==> config.mk <==
export PLATFORM = sky130hd
export DESIGN_NAME = sprite_pixel_gen_flat
export DESIGN_NICKNAME = d
export VERILOG_FILES = /design/src/rtl/sprite_pixel_gen_pkg.sv /design/src/rtl/sprite_pixel_gen_if.sv /design/src/rtl/sprite_pixel_gen_sprite_hit.sv /design/src/rtl/sprite_pixel_gen.sv /design/src/flat_wrapper.sv
export SDC_FILE = /design/constraint.sdc
export NUM_CORES = 1
export LEC_CHECK = 0
export ABC_CLOCK_PERIOD_IN_PS = 3720
export CORE_UTILIZATION = 30
export DETAILED_ROUTE_END_ITERATION = 12
export GPL_ROUTABILITY_DRIVEN = 0
export PLACE_DENSITY_LB_ADDON = 0.3
export SYNTH_ARGS = -nofsm -noshare
export SYNTH_HDL_FRONTEND = slang
export SYNTH_SLANG_ARGS = --single-unit
export TNS_END_PERCENT = 30
==> constraint.sdc <==
create_clock -name clock -period 3.72 [get_ports clock]
set_input_delay 0.372 -clock clock [delete_from_list [all_inputs] [get_ports clock]]
set_output_delay 0.372 -clock clock [all_outputs]
set_load 0.02 [all_outputs]
==> src/rtl/sprite_pixel_gen_pkg.sv <==
//============================================================================
// Module : sprite_pixel_gen_pkg
// Brief  : Display definitions shared by the sprite layer generator: active
//          area, coordinate/pixel widths and the dimmed-colour helper.
// Rev    : 1.0  initial release
//============================================================================
`default_nettype none

package sprite_pixel_gen_pkg;

    localparam int c_H_ACTIVE = 1024;
    localparam int c_V_ACTIVE = 768;
    localparam int c_PIX_W    = 24;
    localparam int c_X_W      = 11;
    localparam int c_Y_W      = 10;

    typedef logic [c_PIX_W-1:0] pixel_t;
    typedef logic [c_X_W-1:0]   xcoord_t;
    typedef logic [c_Y_W-1:0]   ycoord_t;

    typedef struct packed {
        xcoord_t x;
        ycoord_t y;
    } pos_t;

    // Halve every 8-bit channel independently so no bit leaks between channels.
    function automatic pixel_t dim_color(input pixel_t c);
        return {1'b0, c[23:17], 1'b0, c[15:9], 1'b0, c[7:1]};
    endfunction

endpackage

`default_nettype wire

==> src/rtl/sprite_pixel_gen_if.sv <==
//============================================================================
// Module : sprite_pixel_gen_if
// Brief  : Position update handshake from tracking logic into the sprite
//          generator (valid/ready, top-left coordinate).
// Rev    : 1.0  initial release
//============================================================================
`default_nettype none

interface sprite_pixel_gen_if;
    import sprite_pixel_gen_pkg::*;

    logic    pos_valid;
    xcoord_t pos_x;
    ycoord_t pos_y;
    logic    pos_ready;

    modport master (
        output pos_valid,
        output pos_x,
        output pos_y,
        input  pos_ready
    );

    modport slave (
        input  pos_valid,
        input  pos_x,
        input  pos_y,
        output pos_ready
    );

endinterface

`default_nettype wire

==> src/rtl/sprite_pixel_gen_sprite_hit.sv <==
//============================================================================
// Module : sprite_hit
// Brief  : Combinational box test: is the current pixel inside a
//          SPRITE_W x SPRITE_H box whose top-left corner is the origin.
// Rev    : 1.0  initial release
//============================================================================
`default_nettype none

module sprite_hit
    import sprite_pixel_gen_pkg::*;
#(
    parameter int SPRITE_W = 32,
    parameter int SPRITE_H = 32
) (
    input  wire xcoord_t i_hcount,
    input  wire ycoord_t i_vcount,
    input  wire xcoord_t i_org_x,
    input  wire ycoord_t i_org_y,
    output logic         o_inside
);

    localparam logic [c_X_W:0] c_W = (c_X_W+1)'(SPRITE_W);
    localparam logic [c_Y_W:0] c_H = (c_Y_W+1)'(SPRITE_H);

    // One extra bit on the far edge: a box near the right/bottom clips
    // instead of wrapping round to coordinate 0.
    logic [c_X_W:0] w_x_end;
    logic [c_Y_W:0] w_y_end;

    assign w_x_end = {1'b0, i_org_x} + c_W;
    assign w_y_end = {1'b0, i_org_y} + c_H;

    assign o_inside = (i_hcount >= i_org_x) && ({1'b0, i_hcount} < w_x_end) &&
                      (i_vcount >= i_org_y) && ({1'b0, i_vcount} < w_y_end);

endmodule

`default_nettype wire

==> src/rtl/sprite_pixel_gen.sv <==
//============================================================================
// Module : sprite_pixel_gen
// Brief  : One 24-bit sprite layer per pixel, 2-cycle latency, position
//          committed only at the start of vertical blank (tear-free).
// Config : SPRITE_BLINK_EN - blink the dimmed (lost) sprite.
// Rev    : 1.0  initial release
//============================================================================
`default_nettype none

module sprite_pixel_gen
    import sprite_pixel_gen_pkg::*;
#(
    parameter int     SPRITE_W     = 32,
    parameter int     SPRITE_H     = 32,
    parameter pixel_t COLOR        = 24'hFF0000,
    parameter int     V_ACTIVE     = c_V_ACTIVE,
    parameter int     LOST_FRAMES  = 60,
    parameter int     BLINK_FRAMES = 16
) (
    input  wire                 clock,
    input  wire                 reset,
    input  wire xcoord_t        hcount,
    input  wire ycoord_t        vcount,
    input  wire                 hsync,
    input  wire                 vsync,
    input  wire                 blank,
    sprite_pixel_gen_if.slave   pos_if,
    output pixel_t              pixel,
    output logic                phsync,
    output logic                pvsync,
    output logic                pblank
);

    localparam int              c_LOST_W   = $clog2(LOST_FRAMES + 1);
    localparam logic [c_LOST_W-1:0] c_LOST_MAX = c_LOST_W'(LOST_FRAMES);
    localparam ycoord_t         c_V_COMMIT = c_Y_W'(V_ACTIVE);

    if (COLOR == '0 || BLINK_FRAMES < 1 ||
        (BLINK_FRAMES & (BLINK_FRAMES - 1)) != 0) begin : g_param_check
        $error("sprite_pixel_gen: COLOR must be nonzero and BLINK_FRAMES a power of two");
    end

    logic                r_pending;
    pos_t                r_shadow;
    pos_t                r_active;
    logic [c_LOST_W-1:0] r_lost_cnt;

    logic r_inside;
    logic r_hsync_d1;
    logic r_vsync_d1;
    logic r_blank_d1;

    logic   w_accept;
    logic   w_commit;
    logic   w_inside;
    logic   w_lost;
    logic   w_blink_off;
    pixel_t w_body;

    assign pos_if.pos_ready = !r_pending;
    assign w_accept         = pos_if.pos_valid && !r_pending;
    assign w_commit         = (hcount == '0) && (vcount == c_V_COMMIT);
    assign w_lost           = (r_lost_cnt == c_LOST_MAX);

    // Position shadow and commit: a committing frame cannot also accept,
    // because ready is low while a value is pending.
    always_ff @(posedge clock) begin
        if (reset) begin
            r_pending  <= 1'b0;
            r_shadow   <= '0;
            r_active   <= '0;
            r_lost_cnt <= c_LOST_MAX;
        end else if (w_commit && r_pending) begin
            r_active   <= r_shadow;
            r_pending  <= 1'b0;
            r_lost_cnt <= '0;
        end else begin
            if (w_commit && !w_lost) begin
                r_lost_cnt <= r_lost_cnt + 1'b1;
            end
            if (w_accept) begin
                r_shadow  <= '{x: pos_if.pos_x, y: pos_if.pos_y};
                r_pending <= 1'b1;
            end
        end
    end

`ifdef SPRITE_BLINK_EN
    localparam int c_BLINK_BIT = $clog2(BLINK_FRAMES);

    logic [c_BLINK_BIT:0] r_frame_cnt;

    always_ff @(posedge clock) begin
        if (reset) begin
            r_frame_cnt <= '0;
        end else if (w_commit) begin
            r_frame_cnt <= r_frame_cnt + 1'b1;
        end
    end

    assign w_blink_off = w_lost && r_frame_cnt[c_BLINK_BIT];
`else
    assign w_blink_off = 1'b0;
`endif

    sprite_hit #(
        .SPRITE_W (SPRITE_W),
        .SPRITE_H (SPRITE_H)
    ) u_hit (
        .i_hcount (hcount),
        .i_vcount (vcount),
        .i_org_x  (r_active.x),
        .i_org_y  (r_active.y),
        .o_inside (w_inside)
    );

    // Stage 1: box test and first sync delay.
    always_ff @(posedge clock) begin
        if (reset) begin
            r_inside   <= 1'b0;
            r_hsync_d1 <= 1'b0;
            r_vsync_d1 <= 1'b0;
            r_blank_d1 <= 1'b0;
        end else begin
            r_inside   <= w_inside;
            r_hsync_d1 <= hsync;
            r_vsync_d1 <= vsync;
            r_blank_d1 <= blank;
        end
    end

    assign w_body = w_lost ? dim_color(COLOR) : COLOR;

    // Stage 2: colour select, aligned with the second sync delay.
    always_ff @(posedge clock) begin
        if (reset) begin
            pixel  <= '0;
            phsync <= 1'b0;
            pvsync <= 1'b0;
            pblank <= 1'b0;
        end else begin
            pixel  <= (r_inside && !r_blank_d1 && !w_blink_off) ? w_body : '0;
            phsync <= r_hsync_d1;
            pvsync <= r_vsync_d1;
            pblank <= r_blank_d1;
        end
    end

endmodule

`default_nettype wire

==> src/flat_wrapper.sv <==
// flat-port wrapper written by rule: the top's interface ports become plain ports
module sprite_pixel_gen_flat import sprite_pixel_gen_pkg::*;
#(
    parameter int     SPRITE_W     = 32,
    parameter int     SPRITE_H     = 32,
    parameter pixel_t COLOR        = 24'hFF0000,
    parameter int     V_ACTIVE     = c_V_ACTIVE,
    parameter int     LOST_FRAMES  = 60,
    parameter int     BLINK_FRAMES = 16
)
  (clock, reset, hcount, vcount, hsync, vsync, blank, pixel, phsync, pvsync, pblank, pos_if_pos_valid, pos_if_pos_x, pos_if_pos_y, pos_if_pos_ready);
  sprite_pixel_gen_if pos_if_i ();
  input  wire clock;
  input  wire reset;
  input  wire xcoord_t hcount;
  input  wire ycoord_t vcount;
  input  wire hsync;
  input  wire vsync;
  input  wire blank;
  output pixel_t pixel;
  output logic phsync;
  output logic pvsync;
  output logic pblank;
  input wire logic [$bits(pos_if_i.pos_valid)-1:0] pos_if_pos_valid;
  input wire logic [$bits(pos_if_i.pos_x)-1:0] pos_if_pos_x;
  input wire logic [$bits(pos_if_i.pos_y)-1:0] pos_if_pos_y;
  output wire logic [$bits(pos_if_i.pos_ready)-1:0] pos_if_pos_ready;
  assign pos_if_i.pos_valid = pos_if_pos_valid;
  assign pos_if_i.pos_x = pos_if_pos_x;
  assign pos_if_i.pos_y = pos_if_pos_y;
  assign pos_if_pos_ready = pos_if_i.pos_ready;
  sprite_pixel_gen #(.SPRITE_W(SPRITE_W), .SPRITE_H(SPRITE_H), .COLOR(COLOR), .V_ACTIVE(V_ACTIVE), .LOST_FRAMES(LOST_FRAMES), .BLINK_FRAMES(BLINK_FRAMES)) u_core (.clock(clock), .reset(reset), .hcount(hcount), .vcount(vcount), .hsync(hsync), .vsync(vsync), .blank(blank), .pos_if(pos_if_i), .pixel(pixel), .phsync(phsync), .pvsync(pvsync), .pblank(pblank));
endmodule
==> metrics.txt, run 1 <==
via density per instance=~4.7; crit-path leading delay family=simple AND/OR/NAND/NOR gates; Ys Warns=0; Syn Std Cell Area=roughly 3300 sq um; vias in the first global route=~2500; FF+latch count, synth=slightly below 60; worst-case clock buffer depth=2; Final Max Slew Viols=0; I/O pin count=76; Syn Inst Count=387; sequential area share after synthesis=between 30% and 40%; leading area contributor after synthesis=dfxtp_1; die area=11400 sq um; Static Leak=approximately 0.0016 uW; worst setup margin=1470 ps; Buffers on Ports=59; CP max stage delay=520 ps; clk slew on worst S/H paths=about 70 ps; CTS buffer count=9; CP Class=in -> reg; setup TNS=0 ps; Worst path slowest cell=nor4b_1; layout cells sized above 1=5.62%; Final nets=approximately 520; post-route antenna net violation count=0; Post-CTS Setup Bufs=0; crit path cell chain=clkdlybuf4s50_1 > nor4b_1 > nand2_1 > or3_1 > nor4_1 > nor3b_1; WP data arrival=around 2500 ps; via count=around 2700; global-route wire length before repair=12.1 mm; Synth cell types=45; Layout Cells excl Fill=581; post-synth top area share=a little over a third; Final min period=about 2200 ps; internal reg-to-reg setup slack=approximately 1700 ps; initial antenna violation count=0; PwrDens=approximately 360 nW/um^2; WL final=about 7.4 mm; Worst Path Required=between 3000 and 4000 ps; Post-synth EDFFs=0; Synth Area per Inst=8.49 sq um; synth top area cells=dfxtp_1 (35%), ha_1 (14%), mux2i_1 (6.7%); row count=37; drt wl/cell=roughly 13 um; worst min-delay path class=reg -> reg; Die H=between 100 and 150 um; top-count cell post-synth=dfxtp_1; Initial Utilization=between 30% and 40%; clock sinks=slightly below 60; gr usage total=between 10% and 20%; core footprint=around 10000 sq um; VDD IR-drop max=0.169 mV; Worst Tran Pin Value=around 920 ps; skew final=around 11 ps; DRT iter0 DRCs=between 70 and 80; RSZ-0062 raised after global routing=false; dpl hpwl=5.65 mm; placed insts=around 570; Root Buffer=clkbuf_8; synthesis-to-layout area growth=25.2%; cts hold-fix bufs=0; Die Wd=107 um; prevailing post-synth register cell=dfxtp_1; Worst Path Buf+Inv=1; Synth top cells by count=dfxtp_1 (58), nand2_1 (50), ha_1 (36); Max-slew headroom=38.6%; Highest Clock Rate=approximately 450 MHz; drt first pass iters=5; n_diodes=0; Startpoint Class=input port; H-Tree Depth=3; CP Capture Type=flop; pin count of the biggest net entering global routing=41; status=finished, final reports clean; TritonCTS clock tree=yes; Hold Vio Cnt, Final=0; worst-path maximum fanout=7; period utilisation layout=between 60% and 70%; DP Worst Slack=1130 ps; FFs w/ async S/R, synth=0%; CTS resizes=0; Final setup violation count=0; DRC=0; grt ovf=0; worst-skew pair later-pin latency=between 300 and 400 ps; max-cap violations=0
report_power, final:
part	switching (uW)	leakage (uW)	internal, uW
Sequential	8.43	0.000472	638
Clock	254	0.000109	393
Combinational	90.4	0.000970	84.2
path summary, 6_finish.rpt:
| check | startpoint | to | depth (start not counted) |
|---|---|---|---|
| worst max-delay path | hcount[10] | u_core.r_lost_cnt[3] | 6 |
| worst min-delay path | u_core.r_blank_d1 | u_core.pixel[22] | 1 |
| worst max register to register | u_core.r_active[15] | u_core.r_inside | 9 |
| worst min register to register | u_core.r_blank_d1 | u_core.pixel[22] | 1 |
through the flow:
| stage | utilization, % | hold WS, ps | power (uW) | instance area (sq um) |
|---|---|---|---|---|
| after CTS | 39.3 | 417 | 1490 | 4120 |
| after detailed placement | 37.2 | 418 | 836 | 3900 |
| after floorplan | - | 397 | 763 | 3340 |
| after global placement | 37.2 | 418 | 834 | 3900 |
| after global routing | 39.3 | 443 | 1540 | 4120 |
| final | 39.3 | 413 | 1470 | 4120 |
cell usage in the layout, fill, tap and decap left out, drive strengths merged, types with 14 or more instances in the layout:
cell type and instances:
mux2i 22, conb 16, clkdlybuf4s50 58, inv 28, nand3 14, nor2 30
nand2 50, a21oi 33, dfxtp 58, ha 36
per-layer routing:
layer | GRT usage [%] | wire length, um
met4 | 8.22 | 166
met2 | 20.9 | 3280
met3 | 2.55 | 282
met5 | 0 | 0
met1 | 18.1 | 3640
cell families after synthesis:
logic type / after synthesis / synth area share, %
compound gates: 61 / 11.2
fa+ha+maj: 36 / 13.7
flops: 58 / 35.3
buf+inv: 64 / 10.3
simple gates: 137 / 20.6
mux: 22 / 6.70
other cells: 1 / 0.114
xor+xnor: 8 / 2.13
sequential cells by signal, indices dropped and copies added (netlist names):
register / count
u_core.r_lost_cnt: 6
u_core.pvsync: 1
u_core.r_pending: 1
u_core.pblank: 1
u_core.r_shadow: 21
u_core.r_hsync_d1: 1
u_core.pixel: 2
u_core.r_active: 21
u_core.phsync: 1
u_core.r_blank_d1: 1
u_core.r_vsync_d1: 1
u_core.r_inside: 1
cell type report:
class | count | area [sq um]
clock buffers | 11 | 141
clock inverters | 5 | 77.6
fillers | 1093 | 6350
inverters | 28 | 105
multi-input cells | 280 | 1840
flip-flops and latches | 58 | 1160
well taps | 136 | 170
repair buffers | 63 | 616
No activity file was read; power rests on OpenSTA's default activity.
==> inputs of run 2 (changes only) <==
- ABC_CLOCK_PERIOD_IN_PS: 3720 -> 1850
- clock period: 3.72 -> 1.85 ns (I/O delays scaled with it)
==> run 2 against run 1 <==
  * Design area increased by 13%
  * Critical endpoint is now u_core.r_inside
  * Critical path depth increased by 3
  * Clock power increased by 56%
  * Final cell count increased by 7.9%
  * Non-clock buffer count increased by 46
  * Largest cell class unchanged
  * Critical path type is now reg -> reg
  * Routed wire length increased by 8.3%
  * Sequential cell count unchanged
==> metrics.txt, run 2 (synthesized netlist as in run 1, its figures left out) <==
VDD IR-drop max=a little over 0.3 mV; sequential power share=between 40% and 50%; Die H=107 um; RSZ-0062 raised after global routing=true; Sw Share=a little over a quarter; synthesis-to-layout area growth=41.0%; Initial Utilization=between 30% and 40%; clock network power share=around 37%; vias in the first global route=about 2800; DP Worst Slack=-410 ps; drt wl/cell=12.7 um; grt ovf=0; via density per instance=4.59; cts hold-fix bufs=0; commonest non-fill, non-tap cell in the layout=clkdlybuf4s50_1; die area=~11000 sq um; clock sinks=just under 60; CP Capture Type=flop; final hold slack=between 300 and 400 ps; Root Buffer=clkbuf_8; row count=37; Worst Path Required=a little over 2000 ps; Buffers on Ports=59; skew final=just under 8 ps; Static Leak=0.00185 uW; worst min-delay path class=in -> reg; CTS buffer count=9; dpl hpwl=approximately 5.9 mm; status=finished, final reports clean; worst setup margin=46.9 ps; layout cells sized above 1=around a fifth; CP Class=reg -> reg; Final min period=between 1500 and 2000 ps; switching power total=about 710 uW; DRT iter0 DRCs=just under 100; worst-skew pair later-pin latency=between 300 and 400 ps; Hold Vio Cnt, Final=0; worst-case clock buffer depth=2; n_diodes=0; clk slew on worst S/H paths=around 70 ps; max-cap violations=0; placed insts=604; I/O pin count=76; PwrDens=between 500 and 600 nW/um^2; Gate power share=14.8%; initial antenna violation count=0; Startpoint Class=flop; worst-path maximum fanout=4; WP data arrival=2020 ps; Worst Tran Pin Value=between 600 and 700 ps; WL final=7.98 mm; gr usage total=between 10 and 15%; Die Wd=between 100 and 150 um; global-route wire length before repair=around 13 mm; post-route antenna net violation count=0; Pint=1990 uW; commonest cells after routing, fill and taps aside=clkdlybuf4s50_1 (54), dfxtp_1 (51), nand2_1 (48), buf_4 (46), ha_1 (34); Final setup violation count=0; Final nets=570; drt first pass iters=4; Max-slew headroom=between 50% and 60%; Highest Clock Rate=around 550 MHz; core footprint=around 10000 sq um; via count=2880; period utilisation layout=97.5%; pin count of the biggest net entering global routing=35; TritonCTS clock tree=yes; largest registers=u_core.r_active: 21 flops, u_core.r_shadow: 21 flops, u_core.r_lost_cnt: 6 flops; power consumption=roughly 2700 uW; DRC=0; H-Tree Depth=3; Final Max Slew Viols=0; Layout Cells excl Fill=between 600 and 700
-- run 2: power by group through the flow --
stage / clock, uW / sequential [uW] / combinational [uW]
2_1_floorplan: 0 / 1330 / 209
3_3_place_gp: 0 / 1330 / 382
3_5_place_dp: 0 / 1330 / 387
4_1_cts: 1040 / 1300 / 393
5_1_grt: 1100 / 1300 / 442
6_report: 1010 / 1300 / 401
-- run 2: final timing paths --
kind	startpoint	to	slack (ps)	cells past startpoint
max reg2reg	u_core.r_active[16]	u_core.r_inside	50	9
min reg2reg	u_core.r_blank_d1	u_core.pixel[22]	440	1
max	u_core.r_active[16]	u_core.r_inside	50	9
min	reset	u_core.r_active[9]	370	2
-- run 2: metrics by stage --
step / utilization [%] / TNS [ps] / area (sq um)
floorplan: - / 0 / 3340
global placement: 40.2 / -7610 / 4200
detailed placement: 40.2 / -8720 / 4200
CTS: 42.2 / -110 / 4420
global route: 44.3 / -85.3 / 4640
finish: 44.3 / 0 / 4640
-- run 2: cell type report --
cell class / instances / area, sq um
fillers: 1053 / 5830
multi-input cells: 280 / 1990
flip-flops and latches: 58 / 1170
repair buffers: 109 / 1020
well taps: 136 / 170
clock buffers: 10 / 138
inverters: 28 / 105
clock inverters: 6 / 32.5
-- run 2: repair_timing --
item / CTS / global route
resized for setup: 14 / 28
gates cloned: 0 / 2
buffers inserted: 0 / 6
setup endpoints to repair: 4 / 26
pin swaps: 9 / 18
-- run 2: worst max-delay path, stage by stage, from the launching register on --
cell,delay [ps]
dfxtp_2,360
buf_4,110
buf_4,90
inv_1,40
ha_1,310
a21oi_1,140
and3_1,150
o21ai_0,110
a221oi_2,280
nor4_2,80
-- run 2: routing by layer --
layer,routed length (um),global-route usage (%)
met1,3740,17.5
met2,3830,24.7
met3,320,2.86
met4,91,5.58
met5,0,0
==> inputs of run 3 (changes only) <==
- TNS_END_PERCENT: 30 -> unset
==> run 3 against run 2 <==
  * Fmax up 0.18%
  * Critical path depth unchanged
  * Sequential power about the same
  * Final cell count up 0.32%
  * Worst hold slack worse by 0.89 ps
  * Design area up 0.35%
  * Non-clock buffer count up 2
  * Clock skew about the same
  * Sequential cell count unchanged
  * Die area unchanged
  * Count of clock-buffer cells in the layout unchanged
  * Routed wire length about the same
  * Highest routed layer unchanged
==> metrics.txt, run 3 (synthesized netlist as in run 1, its figures left out) <==
Die H=~110 um; die area=between 10000 and 15000 sq um; Die Wd=~110 um; drt wl/cell=about 13 um; via density per instance=about 4.6; WL final=roughly 8 mm; vias in the first global route=about 2900; final hold slack=between 300 and 400 ps; worst setup margin=50.1 ps; DRC=0; Buffers on Ports=a little under 60; global-route wire length before repair=approximately 13 mm; dpl hpwl=about 6 mm; gr usage total=14.7%; via count=2884; Static Leak=0.00190 uW; Area after DPL=around 4200 sq um; post-route antenna net violation count=0; period utilisation layout=roughly 97%; worst-skew pair later-pin latency=around 330 ps; skew final=8.11 ps; DP Worst Slack=-410 ps; largest registers=u_core.r_active: 21 flops, u_core.r_shadow: 21 flops, u_core.r_lost_cnt: 6 flops; row count=37; design area=4650 sq um; I/O pin count=76; crit path cell chain=buf_4 > buf_4 > inv_1 > ha_1 > a21oi_1 > and3_1 > o21ai_0 > a221oi_2 > nor4_2; grt ovf=0; clk slew on worst S/H paths=70 ps; Startpoint Class=flop; commonest cells after routing, fill and taps aside=dfxtp_1 (51), clkdlybuf4s50_1 (49), buf_4 (49), nand2_1 (48), ha_1 (34); Final nets=~570; crit-path leading delay family=compound AO/OA/AOI/OAI gates; Final Max Slew Viols=0; CP Capture Type=flop; Layout Cells excl Fill=approximately 630; Worst Path Buf+Inv=3; PwrDens=581 nW/um^2; layout cells sized above 1=between 20 and 25%; CTS buffer count=9; RSZ-0062 raised after global routing=true; Initial Utilization=a little under a third; worst-path maximum fanout=4; CP max stage delay=approximately 360 ps; clock sinks=a little under 60; Worst Tran Pin Value=661 ps; DRT iter0 DRCs=82; Max-slew headroom=a little under three fifths; Hold Vio Cnt, Final=0; final core occ=between 40% and 50%; Top cell by count, worst path=buf_4; Worst Path Required=~2100 ps; multi-input logic area=slightly below 2000 sq um; n_diodes=0; placed insts=about 600; Highest Clock Rate=~560 MHz; synthesis-to-layout area growth=41.5%; worst min-delay path class=in -> reg; worst-case clock buffer depth=2; Final setup violation count=0; TritonCTS clock tree=yes; drt first pass iters=4; max-cap violations=0; core footprint=around 10000 sq um; status=finished, final reports clean; commonest non-fill, non-tap cell in the layout=dfxtp_1; Final min period=~1800 ps; cts hold-fix bufs=0; pin count of the biggest net entering global routing=35; H-Tree Depth=3; initial antenna violation count=0; CP Class=reg -> reg; Filler cells=~1000; Root Buffer=clkbuf_8; register area=1170 sq um; WP data arrival=a little over 2000 ps; Worst path slowest cell=dfxtp_2; VDD IR-drop max=0.309 mV
[run 3: changes by cell type in the layout (fill, tap and decap cells not counted), moves of 2 or more]
| cell | delta |
|---|---|
| buf_4 | +3 |
| clkdlybuf4s50_1 | -5 |
| dlygate4sd2_1 | +2 |
| dlymetal6s2s_1 | +3 |
| clkbuf_16 | -2 |
[run 3: final cells by class]
type / instances / share of cell area [%]
repair buffers: 111 / 22.5
multi-input cells: 280 / 42.6
clock buffers: 10 / 2.96
clock inverters: 6 / 0.699
flip-flops and latches: 58 / 25.3
well taps: 136 / 3.66
inverters: 28 / 2.26
[run 3: through the flow]
step / setup TNS (ps) / power (uW)
6_report: 0 / 2700
5_1_grt: -59.7 / 2840
3_3_place_gp: -7610 / 1710
2_1_floorplan: 0 / 1540
3_5_place_dp: -8720 / 1720
4_1_cts: -110 / 2740
[run 3: routing by layer]
metal	track usage, %	vias up	wire length [um]	share of wire, %
met2	25.4	61	3800	48
li1	-	1487	-	-
met4	5.58	0	88	1.1
met5	0	-	0	0
met3	2.86	7	369	4.6
met1	17.9	1329	3720	47
[run 3: final timing paths]
check,startpoint,end,slack [ps],cells after the start
worst max-delay path,u_core.r_active[16],u_core.r_inside,50,9
worst min-delay path,reset,u_core.r_active[9],370,2
worst max register to register,u_core.r_active[16],u_core.r_inside,50,9
worst min register to register,u_core.r_blank_d1,u_core.pixel[22],440,1
[run 3: what timing repair did]
item                       CTS  global route
cloned                       2             0
pin swaps                   12            18
gates resized for setup     21            24
setup buffers                2             6
setup endpoints to repair    4            23
[run 3: power breakdown]
part,switching (uW),internal [uW]
clock network,495,509
registers,19.5,1280
logic,198,200
